$ cat src/rtl/inst_fetch.sv
// Instruction fetch: drives a dual-port I-cache with (pc, pc+4) and queues the
// 0/1/2 hit instructions returned one cycle later for the decoder.
module inst_fetch #(
  parameter logic [31:0] RESET_PC    = 32'h0,
  parameter int unsigned QUEUE_WIDTH = 3,
  parameter int unsigned QUEUE_DEPTH = 2**QUEUE_WIDTH
) (
  input  logic        clk,
  input  logic        rst,
  input  logic        rdy,
  output logic        en_rx,
  output logic [31:0] pcx,
  input  logic        hitx,
  input  logic [31:0] instx,
  output logic        en_ry,
  output logic [31:0] pcy,
  input  logic        hity,
  input  logic [31:0] insty,
  input  logic        jump_en,
  input  logic [31:0] jump_pc,
  output logic        inst_valid,
  output logic [31:0] inst_out,
  output logic [31:0] inst_pc,
  input  logic        inst_ready
);

  localparam int unsigned CW = QUEUE_WIDTH + 1;

  logic [31:0]            r_fetch_pc;
  logic [31:0]            r_iq_inst [QUEUE_DEPTH];
  logic [31:0]            r_iq_pc   [QUEUE_DEPTH];
  logic [QUEUE_WIDTH-1:0] r_head;
  logic [QUEUE_WIDTH-1:0] r_tail;
  logic [CW-1:0]          r_count;

  logic                   w_run;
  logic [CW-1:0]          w_free;
  logic                   w_acc_x;
  logic                   w_acc_y;
  logic [1:0]             w_inc;
  logic                   w_push_x;
  logic                   w_push_y;
  logic                   w_pop;
  logic [31:0]            w_next_pc;
  logic [QUEUE_WIDTH-1:0] w_tail_p1;

  assign w_run  = rdy && !rst;
  assign w_free = CW'(QUEUE_DEPTH) - r_count;

  // Y is only taken behind an accepted X so the queue stays in program order.
  assign w_acc_x = w_run && hitx && (w_free >= CW'(1));
  assign w_acc_y = w_acc_x && hity && (w_free >= CW'(2));
  assign w_inc   = {1'b0, w_acc_x} + {1'b0, w_acc_y};

  assign w_push_x = w_acc_x && !jump_en;
  assign w_push_y = w_acc_y && !jump_en;
  assign w_pop    = w_run && !jump_en && inst_ready && (r_count != CW'(0));

  // The cache samples this address at the same edge fetch_pc takes it, so a
  // response always belongs to the current fetch_pc.
  always_comb begin
    w_next_pc = r_fetch_pc + (32'(w_inc) << 2);
    if (rst) begin
      w_next_pc = RESET_PC;
    end else if (jump_en) begin
      w_next_pc = {jump_pc[31:2], 2'b00};
    end
  end

  assign w_tail_p1 = r_tail + QUEUE_WIDTH'(1);

  always_ff @(posedge clk) begin
    if (rst) begin
      r_fetch_pc <= RESET_PC;
      r_head     <= '0;
      r_tail     <= '0;
      r_count    <= '0;
    end else if (rdy) begin
      r_fetch_pc <= w_next_pc;
      if (jump_en) begin
        r_head  <= '0;
        r_tail  <= '0;
        r_count <= '0;
      end else begin
        r_head  <= r_head + QUEUE_WIDTH'(w_pop);
        r_tail  <= r_tail + QUEUE_WIDTH'(w_inc);
        r_count <= r_count + CW'(w_inc) - CW'(w_pop);
      end
    end
  end

  // Queue storage needs no reset; validity is tracked by r_count.
  always_ff @(posedge clk) begin
    if (w_push_x) begin
      r_iq_inst[r_tail] <= instx;
      r_iq_pc[r_tail]   <= r_fetch_pc;
    end
    if (w_push_y) begin
      r_iq_inst[w_tail_p1] <= insty;
      r_iq_pc[w_tail_p1]   <= r_fetch_pc + 32'd4;
    end
  end

  assign en_rx = !rst;
  assign en_ry = !rst;
  assign pcx   = w_next_pc;
  assign pcy   = w_next_pc + 32'd4;

  assign inst_valid = (r_count != CW'(0));
  assign inst_out   = inst_valid ? r_iq_inst[r_head] : 32'h0;
  assign inst_pc    = inst_valid ? r_iq_pc[r_head]   : 32'h0;

endmodule

$ cat config.mk
export PLATFORM = sky130hd
export DESIGN_NAME = inst_fetch
export DESIGN_NICKNAME = d
export VERILOG_FILES = /design/src/rtl/inst_fetch.sv
export SDC_FILE = /design/constraint.sdc
export NUM_CORES = 1
export LEC_CHECK = 0
export CORE_MARGIN = 3
export CORE_UTILIZATION = 45
export CTS_CLUSTER_SIZE = 30
export DETAILED_ROUTE_END_ITERATION = 12
export GPL_TIMING_DRIVEN = 0
export PLACE_DENSITY_LB_ADDON = 0.08
export SKIP_LAST_GASP = 1
export SLEW_MARGIN = 20
export SYNTH_ARGS = -nofsm -noshare
export SYNTH_HDL_FRONTEND = slang
export SYNTH_SLANG_ARGS = --single-unit
$ cat constraint.sdc
create_clock -name clk -period 11.9 [get_ports clk]
set_input_delay 3.57 -clock clk [delete_from_list [all_inputs] [get_ports clk]]
set_output_delay 3.57 -clock clk [all_outputs]
set_load 0.01 [all_outputs]
==> flow_metrics.tcl, run 1 <==
set metrics [dict create \
    layout_setup_ws_ps 131 \
    ys_ff_latch 557 \
    power.density_nw_per_um2 117 \
    ys_types 70 \
    syn_inst 2837 \
    leakage_nw 13.6 \
    die_area_sq_um 70700 \
    dp_cells 3911 \
    fin_skew_ps 15.8 \
    start_kind "input port" \
    io_buffer_count 166 \
    clockBufferDepth 3 \
    nets 3267 \
    r2r-start "r_count[0]" \
    min_to "r_head[2]" \
    stdcell_count 4062 \
    start_util 0.458 \
    routedWlPerCell_microns 25.0 \
    cp-end-kind "primary output" \
    cp_slowest_stage_delay_ps 570 \
    max_cap_violations 0 \
    layout.cells.most_common_list "903 x nand2_1, 512 x edfxtp_1, 293 x nor2_1" \
    slew_headroom 0.217 \
    die_w_microns 266 \
    vias 23100 \
    gp_congestion 0.881 \
    worstPathArrival_ps 8200 \
    worstSkewPairLatency_ps 640 \
    cp.required_ps 8330 \
    syn_nets 2961 \
    hold_depth 2 \
    grt_max_degree 17 \
    holdWs_ps 532 \
    track_usage 0.287 \
    critical-path-slowest-cell "clkdlybuf4s50_1" \
    ant_nets 0 \
    synth_area_leaders "edfxtp_1 51%, nand2_1 11%, mux4_2 9.5%" \
    fin_crit_sh 0.989 \
    grt_pass1_wl_mm 150 \
    drt-total-wl_mm 102 \
    final_common_cell "nand2_1" \
    nFillCells 5698 \
    netlist_area_sq_um 30400 \
    ir_worst_vdd_mv 0.115 \
    post-route-drc-count 0 \
    utilization 0.553 \
    numCtsBuffers 60 \
    antenna_found_initial 2 \
    rsz0062_at_grt "true" \
    dr.pass1.iters 6 \
    htree_levels 2 \
    crit_path_max_fanout 10 \
    hp-start "r_head[2]" \
    drv_slew 0 \
    pre_cts_ws_ps -968 \
    drive_gt1_frac 0.133 \
    path_clk_slew_ps 60 \
    synthArstFlopShare 0 \
    avgSynthCellArea_sq_um 10.7 \
    outcome "complete, no violations" \
    cts_root_buf "clkbuf_16" \
    stdcell_area_sq_um 36700 \
    hold_viol_final 0 \
    overflow 0 \
    r2r_setup_slack_ps 6910 \
    yosys.area.top_type_share 0.506 \
    coreArea_sq_um 66300 \
    crit_top_cell "clkdlybuf4s50_1" \
    cts-hold-fix-buffers 0 \
    ys_seq_area_frac 0.536 \
    fmax_ghz 0.0850 \
    synth_area_leader_cell "edfxtp_1" \
    hold_class "reg2reg" \
    dr.first_iter.drc_count 2536 \
    post-dp-hpwl_mm 69.7 \
    row_count 94 \
    worst_pin_slew_ps 1170 \
    cts_tree "built" \
    pin_count 234 \
    syn2layout_area_growth_pct 20.6 \
    synth-edff-count 512 \
    cp_cell_sequence "clkdlybuf4s50_1, and3_1, and2_2, ha_4, ha_1, inv_1, fa_1, nand3b_1, clkbuf_4, xnor2_1, o21ai_0, nor3_2, nand3_1, nor4_4, xor2_1, clkdlybuf4s50_1" \
    r2r-end "r_iq_pc[2][20]" \
    synth_flop_cell "edfxtp_1" \
    place_area_sq_um 34200 \
    vias_per_cell 5.69 \
    critPathKind "in2out" \
    fp.dieH_microns 266 \
    setup-violations-final 0 \
    fin_crit_ps 11770 \
    yosysWarnings 0 \
    ff2ff_path_depth 14 \
    grt_pass1_vias 23400 \
    cts.sinks 557 \
]
## kinds of logic (layout without fill, tap and decap cells)
family,Yosys count,after routing,synth area share
mux,223,223,0.126
compound gates,131,131,0.0320
other cells,0,3,0
simple gates,1355,1355,0.183
fa+ha+maj,21,21,0.00939
flops,557,557,0.536
buf+inv,303,661,0.0429
xor+xnor,247,247,0.0712
## area by class of cell
cell class	count	area, sq um	area share
multi-input cells	1977	13200	0.360
well taps	864	1080	0.0295
repair buffers	244	2890	0.0787
diodes	3	7.51	0.000205
clock inverters	28	213	0.00580
inverters	32	120	0.00328
flip-flops and latches	557	16300	0.444
plain buffers	271	1200	0.0328
clock buffers	86	1670	0.0456
## synth_stat cells, drive strengths merged (7+ instances only)
cell type and count:
nor2 294, inv 32, and2 7, edfxtp 512, nand3 31, nor3 24
xnor2 105, dfxtp 45, nor2b 7, clkbuf 160, ha 18, nand2 903
o21a 8, mux4 128, a21oi 15, a311oi 8, buf 111, nor4 16
mux2i 93, nand4 24, and3 8, xor2 142, and4 12, o21ai 54
## through the flow
step | power (W) | setup TNS [ps]
2_1_floorplan | 0.00236 | 0
3_3_place_gp | 0.00247 | -2149890
3_5_place_dp | 0.00248 | -17650
4_1_cts | 0.00429 | 0
5_1_grt | 0.00439 | -35.4
6_report | 0.00427 | 0
## timing repair
item	CTS	global route
buffers inserted	25	9
setup endpoints to repair	30	16
pin swaps	12	9
resized for setup	40	22
## metal layers
layer	up-vias	wire, microns	track usage
li1	10400	-	-
met1	11400	40700	0.383
met2	1126	49500	0.485
met3	206	8280	0.0444
met4	0	3220	0.0907
met5	-	0	0
## flip-flops by register name, indices dropped and copies added (netlist names), named ones only
name and cells:
r_count 4, r_fetch_pc 32, r_head 3, r_iq_inst 256, r_iq_pc 256, r_tail 3
## critical path: cells and delay by family
kind            cells  cell delay [ps]
xor+xnor            2              370
simple gates        6             1820
buf+inv             4             1310
fa+ha+maj           3              920
compound gates      1              190
## worst max path at each step
stage / startpoint / endpoint / slack [ps] / cells past startpoint
3_5_place_dp: rst / pcy[27] / -970 / 18
4_1_cts: rst / pcy[30] / 50 / 17
3_3_place_gp: jump_en / r_iq_pc[1][21] / -4740 / 7
5_1_grt: hitx / pcy[27] / -20 / 16
6_report: rdy / pcy[27] / 130 / 16
2_1_floorplan: rst / pcy[24] / 1170 / 16
## report_power, final
| group | leakage [nW] | internal, W | switching, W | total [W] |
|---|---|---|---|---|
| Combinational | 7.65 | 0.000126 | 0.000179 | 0.000305 |
| Sequential | 5.02 | 0.00214 | 0.00000583 | 0.00215 |
| Clock | 0.921 | 0.00102 | 0.000800 | 0.00182 |
No activity file was read; power rests on OpenSTA's default activity.
==> inputs of run 2 (changes only) <==
--- a/config.mk
+++ b/config.mk
@@ -9,9 +9,10 @@
 export CORE_UTILIZATION = 45
 export CTS_CLUSTER_SIZE = 30
 export DETAILED_ROUTE_END_ITERATION = 12
+export DONT_BUFFER_PORTS = 1
 export GPL_TIMING_DRIVEN = 0
+export MAX_ROUTING_LAYER = met4
 export PLACE_DENSITY_LB_ADDON = 0.08
-export SKIP_LAST_GASP = 1
 export SLEW_MARGIN = 20
 export SYNTH_ARGS = -nofsm -noshare
 export SYNTH_HDL_FRONTEND = slang
==> run 2 against run 1 <==
  * Design area shrank 5.6%
  * Count of clock-buffer cells in the layout shrank 1
  * Cell count shrank 4.9%
  * Critical path depth grew 1
  * Wire length shrank 1.8%
  * Critical endpoint is now pcy[28]
  * Largest cell class unchanged
  * Largest power group unchanged
==> flow_metrics.tcl, run 2 (synthesis results as in run 1) <==
set metrics [dict create \
    outcome "complete, no violations" \
    final_common_cell "nand2_1" \
    antenna_found_initial 2 \
    cts-hold-fix-buffers 0 \
    die_area_sq_um 70700 \
    routedWlPerCell_microns 25.8 \
    cts_tree "built" \
    fp.dieH_microns 266 \
    grt_max_degree 17 \
    place_area_sq_um 32600 \
    start_kind "input port" \
    start_util 0.458 \
    drive_gt1_frac 0.123 \
    io_buffer_count 0 \
    pin_count 234 \
    clockBufferDepth 3 \
    stdcell_area_sq_um 34600 \
    cp.required_ps 8330 \
    numCtsBuffers 61 \
    vias 22200 \
    hold_viol_final 0 \
    overflow 0 \
    layout_setup_ws_ps 265 \
    htree_levels 2 \
    cts_setup_buffers 0 \
    final-seq-area_sq_um 16300 \
    vias_per_cell 5.74 \
    coreArea_sq_um 66300 \
    setup-violations-final 0 \
    max_cap_violations 0 \
    worstPathArrival_ps 8060 \
    row_count 94 \
    fin_crit_sh 0.978 \
    critPathKind "in2out" \
    post-route-drc-count 0 \
    worst_pin_slew_ps 1120 \
    worstSkewPairLatency_ps 640 \
    nets 3068 \
    fmax_ghz 0.0859 \
    cp-end-kind "primary output" \
    syn2layout_area_growth_pct 13.8 \
    layout.cells.most_common_list "903 x nand2_1, 512 x edfxtp_1, 294 x nor2_1" \
    track_usage 0.289 \
    rsz0062_at_grt "false" \
    path_clk_slew_ps 60 \
    pre_cts_ws_ps -60.9 \
    nFillCells 5841 \
    fin_skew_ps 23.3 \
    grt_pass1_wl_mm 146 \
    die_w_microns 266 \
    drv_slew 0 \
    drt-total-wl_mm 99.8 \
    gp_congestion 0.876 \
    biggestRegsByFlops "r_iq_inst: 256 flops, r_iq_pc: 256 flops, r_fetch_pc: 32 flops" \
    dr.pass1.iters 6 \
    power.density_nw_per_um2 123 \
    post-dp-hpwl_mm 69.8 \
    cts_root_buf "clkbuf_16" \
    cts.sinks 557 \
    ant_nets 0 \
    multi_input_area_sq_um 13000 \
    slew_headroom 0.249 \
    leakage_nw 12.6 \
    ir_worst_vdd_mv 0.118 \
    grt_pass1_vias 21600 \
    crit_path_max_fanout 6 \
    fin_crit_ps 11630 \
    dr.first_iter.drc_count 2391 \
    hold_class "reg2reg" \
]
## run 2: critical path, cell delays in order
cell and delay [ps]:
inv_1 180, and3_1 230, o2111ai_2 310, inv_1 140, ha_1 280, ha_1 220, inv_1 70, fa_1 400
nor2_1 150, a21oi_1 60, nor2_1 410, ha_1 350, nor3b_2 370, and4_1 360, nand4_1 220, nor4_1 430
xor2_1 290
## run 2: power by group
part	leakage [nW]	internal (W)	switching, W
combinational	6.69	0.0000793	0.000167
clock	0.937	0.00107	0.000793
sequential	5.02	0.00214	0.00000570
total	12.6	0.00329	0.000965
## run 2: repair_timing
| item | 4_1_cts | 5_1_grt |
|---|---|---|
| pin swaps | 0 | 1 |
| setup endpoints to repair | 3 | 10 |
| gates resized for setup | 1 | 10 |
## run 2: layout make-up
cell class | instances | share of cell area
clock buffers | 85 | 0.0488
diodes | 3 | 0.000217
inverters | 32 | 0.00347
repair buffers | 44 | 0.0281
clock inverters | 29 | 0.00687
multi-input cells | 1977 | 0.376
well taps | 864 | 0.0313
flip-flops and latches | 557 | 0.471
plain buffers | 271 | 0.0347
## run 2: metrics by stage
stage          setup TNS, ps  utilization  power (W)  hold slack [ps]  cells
2_1_floorplan              0            -    0.00236              482   2837
3_3_place_gp        -2135310        0.474    0.00242              517   3701
3_5_place_dp           -63.3        0.491    0.00243              525   3745
4_1_cts                    0        0.520    0.00427              536   3859
5_1_grt                    0        0.521    0.00438              599   3861
6_report                   0        0.521    0.00426              542   3862
## run 2: final timing paths
check	to	slack [ps]	from	cells past startpoint
worst max register to register	r_fetch_pc[24]	7010	r_count[0]	15
worst max-delay path	pcy[28]	270	rst	17
worst min register to register	r_head[2]	540	r_head[2]	2
worst min-delay path	r_head[2]	540	r_head[2]	2
## run 2: layer usage
| metal | routed length (microns) | GRT usage | share of wire |
|---|---|---|---|
| met5 | 0 | - | 0 |
| met4 | 2880 | 0.0828 | 0.029 |
| met3 | 7620 | 0.0429 | 0.076 |
| met2 | 48500 | 0.469 | 0.49 |
| met1 | 40700 | 0.381 | 0.41 |
==> inputs of run 3 (changes only) <==
--- a/config.mk
+++ b/config.mk
@@ -7,6 +7,7 @@
 export LEC_CHECK = 0
 export CORE_MARGIN = 3
 export CORE_UTILIZATION = 45
+export CTS_CLUSTER_DIAMETER = 200
 export CTS_CLUSTER_SIZE = 30
 export DETAILED_ROUTE_END_ITERATION = 12
 export DONT_BUFFER_PORTS = 1
==> run 3 against run 2 <==
  * Clock power decreased by 46%
  * Global-route usage fell by 0.44 points
  * Clock skew rose by 1.2 ps
  * Sequential power about the same
  * Sequential cell count is the same
  * Die area is the same
  * Design area decreased by 3.7%
  * Worst hold slack better by 8.2 ps
  * Total power decreased by 20%
  * Largest cell class unchanged
  * Highest routed layer unchanged
==> flow_metrics.tcl, run 3 (synthesis results as in run 1) <==
set metrics [dict create \
    critPathLaunch "rst" \
    pin_count 234 \
    r2r_setup_slack_ps 7020 \
    cts-hold-fix-buffers 0 \
    cts_setup_buffers 0 \
    layout.cells.most_common_list "903 x nand2_1, 512 x edfxtp_1, 294 x nor2_1" \
    syn2layout_area_growth_pct 9.61 \
    hold_depth 2 \
    fin_skew_ps 24.5 \
    post-route-drc-count 0 \
    ff2ff_path_depth 15 \
    gp_congestion 0.876 \
    track_usage 0.285 \
    ant_nets 0 \
    clockBufferDepth 3 \
    dp_cells 3745 \
    power.density_nw_per_um2 102 \
    grt_pass1_wl_mm 144 \
    cts.sinks 557 \
    fin_setup_tns_ps 0 \
    cts_tree "built" \
    leakage_nw 12.0 \
    worstSkewPairLatency_ps 610 \
    rsz0062_at_grt "false" \
    path_clk_slew_ps 120 \
    crit_path_max_fanout 6 \
    hold_class "reg2reg" \
    drt-total-wl_mm 98.7 \
    overflow 0 \
    drv_slew 0 \
    coreArea_sq_um 66300 \
    htree_levels 1 \
    antenna_found_initial 2 \
    nets 3029 \
    worstPathArrival_ps 8040 \
    routedWlPerCell_microns 26.1 \
    slew_headroom 0.202 \
    die_w_microns 266 \
    drive_gt1_frac 0.106 \
    fin_crit_sh 0.975 \
    cp-end-kind "primary output" \
    start_util 0.458 \
    cts_root_buf "clkbuf_16" \
    cp_slowest_stage_delay_ps 430 \
    hold_viol_final 0 \
    numCtsBuffers 22 \
    vias_per_cell 5.77 \
    stdcell_count 3787 \
    setup-violations-final 0 \
    row_count 94 \
    die_area_sq_um 70700 \
    dr.first_iter.drc_count 2459 \
    critical-path-slowest-cell "nor4_1" \
    dr.pass1.iters 6 \
    final_common_cell "nand2_1" \
    fin_crit_ps 11610 \
    hp-start "r_head[2]" \
    fp.dieH_microns 266 \
    worst_pin_slew_ps 1190 \
    cp.required_ps 8330 \
    outcome "complete, no violations" \
    r2r-start "r_count[0]" \
    ir_worst_vdd_mv 0.0806 \
    start_kind "input port" \
    nFillCells 5959 \
    grt_max_degree 32 \
    grt_pass1_vias 21200 \
    max_cap_violations 0 \
    vias 21800 \
    io_buffer_count 0 \
    critPathKind "in2out" \
    post-dp-hpwl_mm 69.8 \
    cp_cell_sequence "inv_1, and3_1, o2111ai_2, inv_1, ha_1, ha_1, inv_1, fa_1, nor2_1, a21oi_1, nor2_1, ha_1, nor3b_2, and4_1, nand4_1, nor4_1, xor2_1" \
    biggestRegsByFlops "r_iq_inst: 256 flops, r_iq_pc: 256 flops, r_fetch_pc: 32 flops" \
    fmax_ghz 0.0861 \
]
==> run 3: worst paths after layout <==
kind	endpoint
min	r_head[2]
min reg2reg	r_head[2]
max reg2reg	r_fetch_pc[24]
max	pcy[28]
==> run 3: metal layers <==
metal / GRT usage / routed length (microns)
met5: - / 0
met2: 0.466 / 48000
met4: 0.0726 / 2580
met1: 0.381 / 40500
met3: 0.0356 / 7710
==> run 3: layout make-up <==
cell class / instances / area [sq um] / share of cell area
Tap cell: 864 / 1080 / 0.0325
Clock buffer: 39 / 636 / 0.0191
Buffer: 271 / 1200 / 0.0360
Multi-Input combinational cell: 1977 / 13000 / 0.390
Inverter: 32 / 120 / 0.00361
Antenna cell: 2 / 5.00 / 0.000150
Sequential cell: 557 / 16300 / 0.489
Clock inverter: 1 / 16.3 / 0.000488
Timing Repair Buffer: 44 / 973 / 0.0292
==> run 3: per-stage QoR <==
step	area (sq um)	total power, W	hold WS, ps	util	setup WS (ps)
CTS	33200	0.00340	546	0.501	84.0
floorplan	30400	0.00236	482	-	1170
global placement	31500	0.00242	517	0.474	-5070
finish	33300	0.00339	550	0.502	292
global route	33300	0.00349	608	0.502	49.9
detailed placement	32600	0.00243	525	0.491	-60.9
==> run 3: worst max-delay path: cells and delay by family <==
family | cells | cell delay (ps)
compound gates | 2 | 350
xor+xnor | 1 | 290
fa+ha+maj | 4 | 1240
buf+inv | 3 | 380
simple gates | 7 | 2200
==> run 3: report_power, final <==
group          total, W  internal [W]  switching, W  leakage, nW
clock network   0.00100      0.000374      0.000628        0.309
registers       0.00215       0.00214    0.00000564         5.02
logic          0.000245     0.0000793      0.000166         6.68
total           0.00339       0.00259      0.000799         12.0
==> run 3: what timing repair did <==
| action | in CTS | in global routing |
|---|---|---|
| setup endpoints to repair | 3 | 10 |
| cloned | 0 | 0 |
| pin swaps | 0 | 1 |
| gates resized for setup | 1 | 10 |
| hold endpoints to repair | 0 | 0 |
